==> src/rtl/ser_pkg.sv <==
// Shared types and sizing helpers for the PISO bit serializer.
// SER_PARITY_EN: when defined, frames carry one trailing even-parity bit.
package ser_pkg;

   // Serializer control states
   typedef enum logic [1:0] {
      StIdle  = 2'd0,
      StShift = 2'd1,
      StGapw  = 2'd2
   } ser_state_e;

`ifdef SER_PARITY_EN
   localparam int unsigned ParityBits = 1;
`else
   localparam int unsigned ParityBits = 0;
`endif

   // Serial frame length in bits for a given data width
   function automatic int unsigned frame_len(input int unsigned width);
      return width + ParityBits;
   endfunction

   // Counter width able to hold every index up to width+1 without wrap
   function automatic int unsigned cnt_width(input int unsigned width);
      return $clog2(width + 2);
   endfunction

endpackage

==> src/rtl/ser_bit_cnt.sv <==
// Clearable up-counter that saturates at MAX-1 and flags the terminal count.
// Used for both the frame bit count and the inter-word gap count.
// SER_PARITY_EN has no effect in this file.
module ser_bit_cnt #(
   parameter int unsigned MAX   = 8,
   parameter int unsigned CNT_W = 4
) (
   input  logic clk,
   input  logic rst,
   input  logic i_clr,
   input  logic i_en,
   output logic o_tc
);

   logic [CNT_W-1:0] r_cnt;

   // Count up while enabled, hold at terminal count, clear on request
   always_ff @(posedge clk or posedge rst) begin
      if (rst) begin
         r_cnt <= '0;
      end else if (i_clr) begin
         r_cnt <= '0;
      end else if (i_en && !o_tc) begin
         r_cnt <= r_cnt + 1'b1;
      end
   end

   assign o_tc = (r_cnt == CNT_W'(MAX - 1));

endmodule

==> src/rtl/piso_bit_serializer.sv <==
// Parallel-in/serial-out stage: accepts a word on valid/ready, shifts it out
// one bit per clock with a bit-valid qualifier and a last-bit done pulse.
// SER_PARITY_EN: when defined, an even-parity bit follows the data bits.
module piso_bit_serializer
   import ser_pkg::*;
#(
   parameter int unsigned WIDTH     = 8,
   parameter bit          MSB_FIRST = 1'b1,
   parameter int unsigned GAP       = 0
) (
   input  logic             clk,
   input  logic             rst,
   input  logic [WIDTH-1:0] in_data,
   input  logic             in_valid,
   output logic             in_ready,
   output logic             ser_out,
   output logic             ser_valid,
   output logic             busy,
   output logic             done
);

   localparam int unsigned FRAME = frame_len(WIDTH);
   localparam int unsigned CNT_W = cnt_width(WIDTH);

   ser_state_e       r_state;
   ser_state_e       w_state_next;
   logic [WIDTH-1:0] r_shreg;
   logic             w_accept;
   logic             w_bit_tc;
   logic             w_gap_tc;
   logic             w_last;
   logic             w_data_bit;
   logic             w_bit;

   assign w_last = (r_state == StShift) && w_bit_tc;

   // Ready in IDLE, and on the last frame bit when words may run back-to-back
   assign in_ready = !rst && ((r_state == StIdle) || ((GAP == 0) && w_last));
   assign w_accept = in_valid && in_ready;

   ser_bit_cnt #(
      .MAX   (FRAME),
      .CNT_W (CNT_W)
   ) u_bit_cnt (
      .clk   (clk),
      .rst   (rst),
      .i_clr (w_accept || (r_state != StShift)),
      .i_en  (r_state == StShift),
      .o_tc  (w_bit_tc)
   );

   if (GAP > 0) begin : g_gap
      ser_bit_cnt #(
         .MAX   (GAP),
         .CNT_W (cnt_width(GAP))
      ) u_gap_cnt (
         .clk   (clk),
         .rst   (rst),
         .i_clr (r_state != StGapw),
         .i_en  (r_state == StGapw),
         .o_tc  (w_gap_tc)
      );
   end else begin : g_no_gap
      assign w_gap_tc = 1'b1;
   end

   // State register
   always_ff @(posedge clk or posedge rst) begin
      if (rst) begin
         r_state <= StIdle;
      end else begin
         r_state <= w_state_next;
      end
   end

   // Next-state selection
   always_comb begin
      w_state_next = r_state;
      unique case (r_state)
         StIdle: begin
            if (w_accept) w_state_next = StShift;
         end
         StShift: begin
            if (w_bit_tc) begin
               if (GAP > 0)       w_state_next = StGapw;
               else if (w_accept) w_state_next = StShift;
               else               w_state_next = StIdle;
            end
         end
         StGapw: begin
            if (w_gap_tc) w_state_next = StIdle;
         end
         default: w_state_next = StIdle;
      endcase
   end

   // Shift register: load on accept, move one bit toward the output per SHIFT cycle
   always_ff @(posedge clk or posedge rst) begin
      if (rst) begin
         r_shreg <= '0;
      end else if (w_accept) begin
         r_shreg <= in_data;
      end else if (r_state == StShift) begin
         if (MSB_FIRST) r_shreg <= {r_shreg[WIDTH-2:0], 1'b0};
         else           r_shreg <= {1'b0, r_shreg[WIDTH-1:1]};
      end
   end

   assign w_data_bit = MSB_FIRST ? r_shreg[WIDTH-1] : r_shreg[0];

`ifdef SER_PARITY_EN
   logic r_par;

   // Capture even parity of the accepted word; sent on the final frame bit
   always_ff @(posedge clk or posedge rst) begin
      if (rst) begin
         r_par <= 1'b0;
      end else if (w_accept) begin
         r_par <= ^in_data;
      end
   end

   assign w_bit = w_bit_tc ? r_par : w_data_bit;
`else
   assign w_bit = w_data_bit;
`endif

   // Outputs decode straight from registered state so reset clears them at once
   always_comb begin
      ser_valid = (r_state == StShift);
      ser_out   = (r_state == StShift) ? w_bit : 1'b0;
      busy      = (r_state != StIdle);
      done      = w_last;
   end

endmodule

==> config.mk <==
export PLATFORM = sky130hd
export DESIGN_NAME = piso_bit_serializer
export DESIGN_NICKNAME = d
export VERILOG_FILES = /design/src/rtl/ser_pkg.sv /design/src/rtl/ser_bit_cnt.sv /design/src/rtl/piso_bit_serializer.sv
export SDC_FILE = /design/constraint.sdc
export NUM_CORES = 1
export LEC_CHECK = 0
export CAP_MARGIN = 20
export CORE_UTILIZATION = 40
export DETAILED_ROUTE_END_ITERATION = 10
export PLACE_DENSITY_LB_ADDON = 0.12
export SETUP_SLACK_MARGIN = 0.3
export SLEW_MARGIN = 25
export SYNTH_ARGS = -nofsm -noshare
export SYNTH_HDL_FRONTEND = slang
export SYNTH_HIERARCHICAL = 1
export SYNTH_SLANG_ARGS = --single-unit
==> constraint.sdc <==
create_clock -name clk -period 3.6 [get_ports clk]
set_clock_uncertainty 0.15 [all_clocks]
set_input_delay 0.36 -clock clk [delete_from_list [all_inputs] [get_ports clk]]
set_output_delay 0.36 -clock clk [all_outputs]
set_load 0.01 [all_outputs]
Word-level counts from Yosys, hierarchy flattened
Cells that the tools add are included.

word-level totals
  bits in registers = 14

cells by class
  add/sub/neg operators = 1
  equal/unequal tests = 5
  mux-type cells = 9
  reductions and logical operators = 13

operators by type and width
  operator             count
  $mux 8               2
  $mux 4               2
  $reduce_bool 2->1    3
  $add 4x1->4 const B  1
  $eq 4x3->1 const B   1
  $logic_and 1x1->1    4
  $mux 2               2
  $ne 2x2->1 const B   2
  $pmux 2 s2           1
  $eq 2x1->1 const B   1
  $logic_not 1->1      2
  $logic_not 2->1      1
  $logic_or 1x1->1     2
  $mux 1               2
  $ne 2x1->1 const B   1
  $reduce_and 2->1     1

Logic depth before layout (Yosys ltp)
  depth after elaboration = 8
  depth in mapped cells = 7
  gate-level depth less buffers = 7

Modules after synthesis
The synthesis kept the hierarchy.

by module, submodules not included
  module               instances  cells each  area an instance (µm²)  sequential area each (µm²)
  piso_bit_serializer  1          35          525.5                   225.2
  ser_bit_cnt          1          21          215.2                   100.1

Worst setup path before layout
OpenSTA, ideal clock, no wires.

  path kind = register to register
  start point = reg u_bit_cnt.r_cnt[0]
  end point = reg u_bit_cnt.r_cnt[0]
  library setup time = 125 ps
  arrival = 1507 ps
  data required time = 3325 ps
  slack = 1819 ps
  stages on the path, launching flop included = 8
  path through = dfrtp_1 > ha_1 > and3b_1 > nand2b_2 > nand3_4 > nand2_1 > nor2_1 > mux2_2

between the ends
  longest elaborated chain between the ends = 7
  elaborated cells on any way between the ends = 12
  those cells by class = add/sub: 1; eq/ne: 1; mux: 2; reduce/logical: 8

ends and longest elaborated chain
  item                                         RTL line                   RTL
  start: declaration                           ser_bit_cnt.sv:15          logic [CNT_W-1:0] r_cnt;
  start signal: assignment                     ser_bit_cnt.sv:24          r_cnt <= r_cnt + 1'b1;
  $eq 4x3->1 *                                 ser_bit_cnt.sv:28          assign o_tc = (r_cnt == CNT_W'(MAX - 1));
  named net w_bit_tc                           piso_bit_serializer.sv:29  logic w_bit_tc;
  $logic_and 1x1->1                            piso_bit_serializer.sv:35  assign w_last = (r_state == StShift) && w_bit_tc;
  $logic_or 1x1->1                             piso_bit_serializer.sv:38  assign in_ready = !rst && ((r_state == StIdle) || ((GAP == 0) && w_last));
  $logic_and 1x1->1                            piso_bit_serializer.sv:38
  $logic_and 1x1->1                            piso_bit_serializer.sv:39  assign w_accept = in_valid && in_ready;
  $logic_or 1x1->1                             piso_bit_serializer.sv:47  .i_clr (w_accept || (r_state != StShift)),
  $mux 4 or $reduce_bool 2->1 (tied branches)  n/a

The timed path passes the listed nets; every way through them passes the cells marked *. The select of a mux whose other input is x is not followed.
A chain may end at the register's enable or synchronous reset.

Worst setup path after layout
  start point = reg u_bit_cnt.r_cnt[0]
  end point = out in_ready

between the ends
  longest elaborated chain between the ends = 4

ends and longest elaborated chain
  item                RTL line                   RTL
  $eq 4x3->1          ser_bit_cnt.sv:28
  named net w_bit_tc  piso_bit_serializer.sv:29
  $logic_and 1x1->1   piso_bit_serializer.sv:35
  $logic_or 1x1->1    piso_bit_serializer.sv:38
  $logic_and 1x1->1   piso_bit_serializer.sv:38
  end: declaration    piso_bit_serializer.sv:15  output logic in_ready,

The timed path passes the listed nets, and every way through them passes these cells.

==> reports/qor.yml <==
die:
  initial_core_util: 0.4290
  die_w_um: 45.03
  num_rows: 15
  core-area_um2: 1727
  die_y_um: 45.03
  io_pins: 16
  die_area_um2: 2028
synth:
  yosys_warnings: 6
  synth_top_flop_cell: "dfrtp_1"
  synth-edff-count: 0
  synth_async_sr_flop_share: 1.000
  synth_area_leaders: "dfrtp_1 44%, mux2_4 24%, mux2_2 6.1%"
  synth_largest_area_cell: "dfrtp_1"
  synth_cells: 56
  synth_top_area_frac: 0.4392
  synth_fp_nets: 68
  synth_most_common_cell: "dfrtp_1"
  synth-seq-area-share: 0.4392
  synth.distinct_cells: 23
  netlist_top_cells_count: "13 x dfrtp_1, 12 x mux2_4, 4 x mux2_2"
  synth_seq_cells: 13
  syn_area_um2: 740.7
  syn_avg_cell_area_um2: 13.23
grt:
  antenna_found_initial: 0
  grt_overflow: 0
  grtUsageTotal: 0.1619
  grt_pass1_wl_mm: 2.173
  grt_pass1_vias: 454
  grt_start_max_net_pins: 19
setup_path:
  endpoint_kind: "primary output"
  crit_type: "flip-flop to primary output"
  crit_start: "u_bit_cnt/r_cnt[0]"
  r2r_cells: 7
  reg2reg_from: "u_bit_cnt/r_cnt[0]"
  worst-path-max-fanout: 4
  rr_endpoint: "u_bit_cnt/r_cnt[1]"
  r2r_setup_slack_ps: 1570
  endpoint: "in_ready"
  cp.required_ps: 3090
  worst_ep_arrival_time_ps: 2000
  start_kind: "flip-flop"
  max_stage_delay_ps: 470
  path_cells: "ha_1, and3b_1, nand2b_2, and2_1, clkdlybuf4s50_1"
  crit_path_top_delay_cell: "clkdlybuf4s50_1"
timing:
  setup_violations: 0
  relSlewSlack: 0.5600
  hold_slack_ps: 145.0
  tightestPinTransition_ps: 660.0
  fin_setup_tns_ps: 0
  rsz0062_at_grt: "no"
  period_share: 0.6983
  fmax_mhz: 397.8
  finalCriticalPeriod_ps: 2514
  hold_viol_final: 0
  final_max_slew_viol_count: 0
power:
  power.density_nw_per_um2: 715.2
  power_frac_comb: 0.458
  switchingPower_uw: 211.5
  p_total_uw: 664.9
  p_clk_frac: 0.137
  vdd_drop_max_uv: 339.9
  p_seq_frac: 0.405
  p_int_uw: 453.4
  switching_share: 0.3180
  p_leak_uw: 0.0004580
layout:
  n_antenna_cell: 0
  finalNetCount: 86
  area_growth_pct: 25.51
  final_util: 0.5384
  fin_area_um2: 929.6
  drive_gt1_frac: 0.3288
placement:
  port_buffers: 15
  postPlaceCellArea_um2: 903.4
  dp_hpwl_um: 863.3
  place_congestion: 0.7324
cts:
  clock_path_buffers: 2
  numCtsBuffers: 3
  clock-sinks: 13
  cts_tree: "done"
  clk_latency_ps: 280
  cts_hold_buffers: 0
  cts-resized-gates: 0
  cts.clk_slew.worst_paths_ps: 80
  cts_setup_buffers: 0
  htree_levels: 1
  clockRootBuffer: "clkbuf_4"
route:
  remaining_drc_errors: 0
  drt.antenna.violating_nets: 0
  routed_wl_mm: 1.203
  avgRoutedWirePerCell_um: 12.28
  dr.first_iter.drc_count: 1
  vias: 463
  vias_per_cell: 4.724
  drt_pass1_iterations: 2
worst_hold_path:
  min_path_type: "input port to async pin"
flow_run:
  maxCapViolations: 0
outcome:
  status: "finished, final reports clean"
[layout by cell type, fill, tap and decap left out, types with 2 or more instances in the layout]
| cell type | n |
|---|---|
| clkbuf_4 | 3 |
| a21oi_1 | 2 |
| mux2_2 | 4 |
| inv_1 | 2 |
| dfrtp_1 | 13 |
| clkdlybuf4s50_1 | 15 |
| mux2_4 | 12 |
| nand2_1 | 3 |
| nor2b_1 | 2 |
| nand2b_1 | 2 |
| and2_2 | 2 |
[layer usage]
layer	routed length (µm)	part of all wire	track usage	up-vias
met5	0	0	0	-
met4	39	0.032	0.1091	0
met3	50	0.042	0.03600	4
met2	518	0.43	0.2000	13
met1	595	0.49	0.2468	219
li1	-	-	-	227
[worst min path at each step]
stage / end / slack, ps / cells past startpoint
after floorplan: u_bit_cnt/r_cnt[0] / -20 / 1
after global placement: u_bit_cnt/r_cnt[3] / 390 / 2
after detailed placement: u_bit_cnt/r_cnt[1] / 410 / 2
after CTS: u_bit_cnt/r_cnt[0] / 150 / 2
after global routing: u_bit_cnt/r_cnt[0] / 190 / 2
final: u_bit_cnt/r_cnt[0] / 150 / 2
[power by group through the flow]
stage	Combinational [µW]	Clock, µW	Sequential (µW)
6_report	304	91.3	269
2_1_floorplan	259	0	245
3_3_place_gp	300	0	271
5_1_grt	336	99.2	284
4_1_cts	309	94.7	270
3_5_place_dp	306	0	273
[critical path: cells and delay by family, from the launching register on]
kind,cells,cell delay (ps)
fa+ha+maj,1,230
simple gates,3,610
flops,1,410
buf+inv,1,470
[cell type report]
| class | count | area, µm² |
|---|---|---|
| clock buffer | 4 | 26.28 |
| inverter | 2 | 7.507 |
| sequential | 13 | 325.3 |
| timing repair buffer | 15 | 150.1 |
| tap | 25 | 31.28 |
| fill | 160 | 797.0 |
| multi-input combinational | 39 | 389.1 |
[per-stage QoR]
step           std cells  setup slack, ps
2_1_floorplan         56             1819
3_3_place_gp          94             1241
3_5_place_dp          94             1235
4_1_cts               98             1070
5_1_grt               98            951.4
6_report              98             1086
[sequential cells by signal (all words and copies together) (netlist names)]
register         flops
r_shreg              8
u_bit_cnt/r_cnt      4
r_state              1
[cell families after synthesis]
kind of cell	Yosys count	synth area share
simple gates	19	0.1774
mux	17	0.3176
flops	13	0.4392
buf+inv	4	0.03548
compound gates	2	0.01351
fa+ha+maj	1	0.01689
No activity file was read; power rests on OpenSTA's default activity.
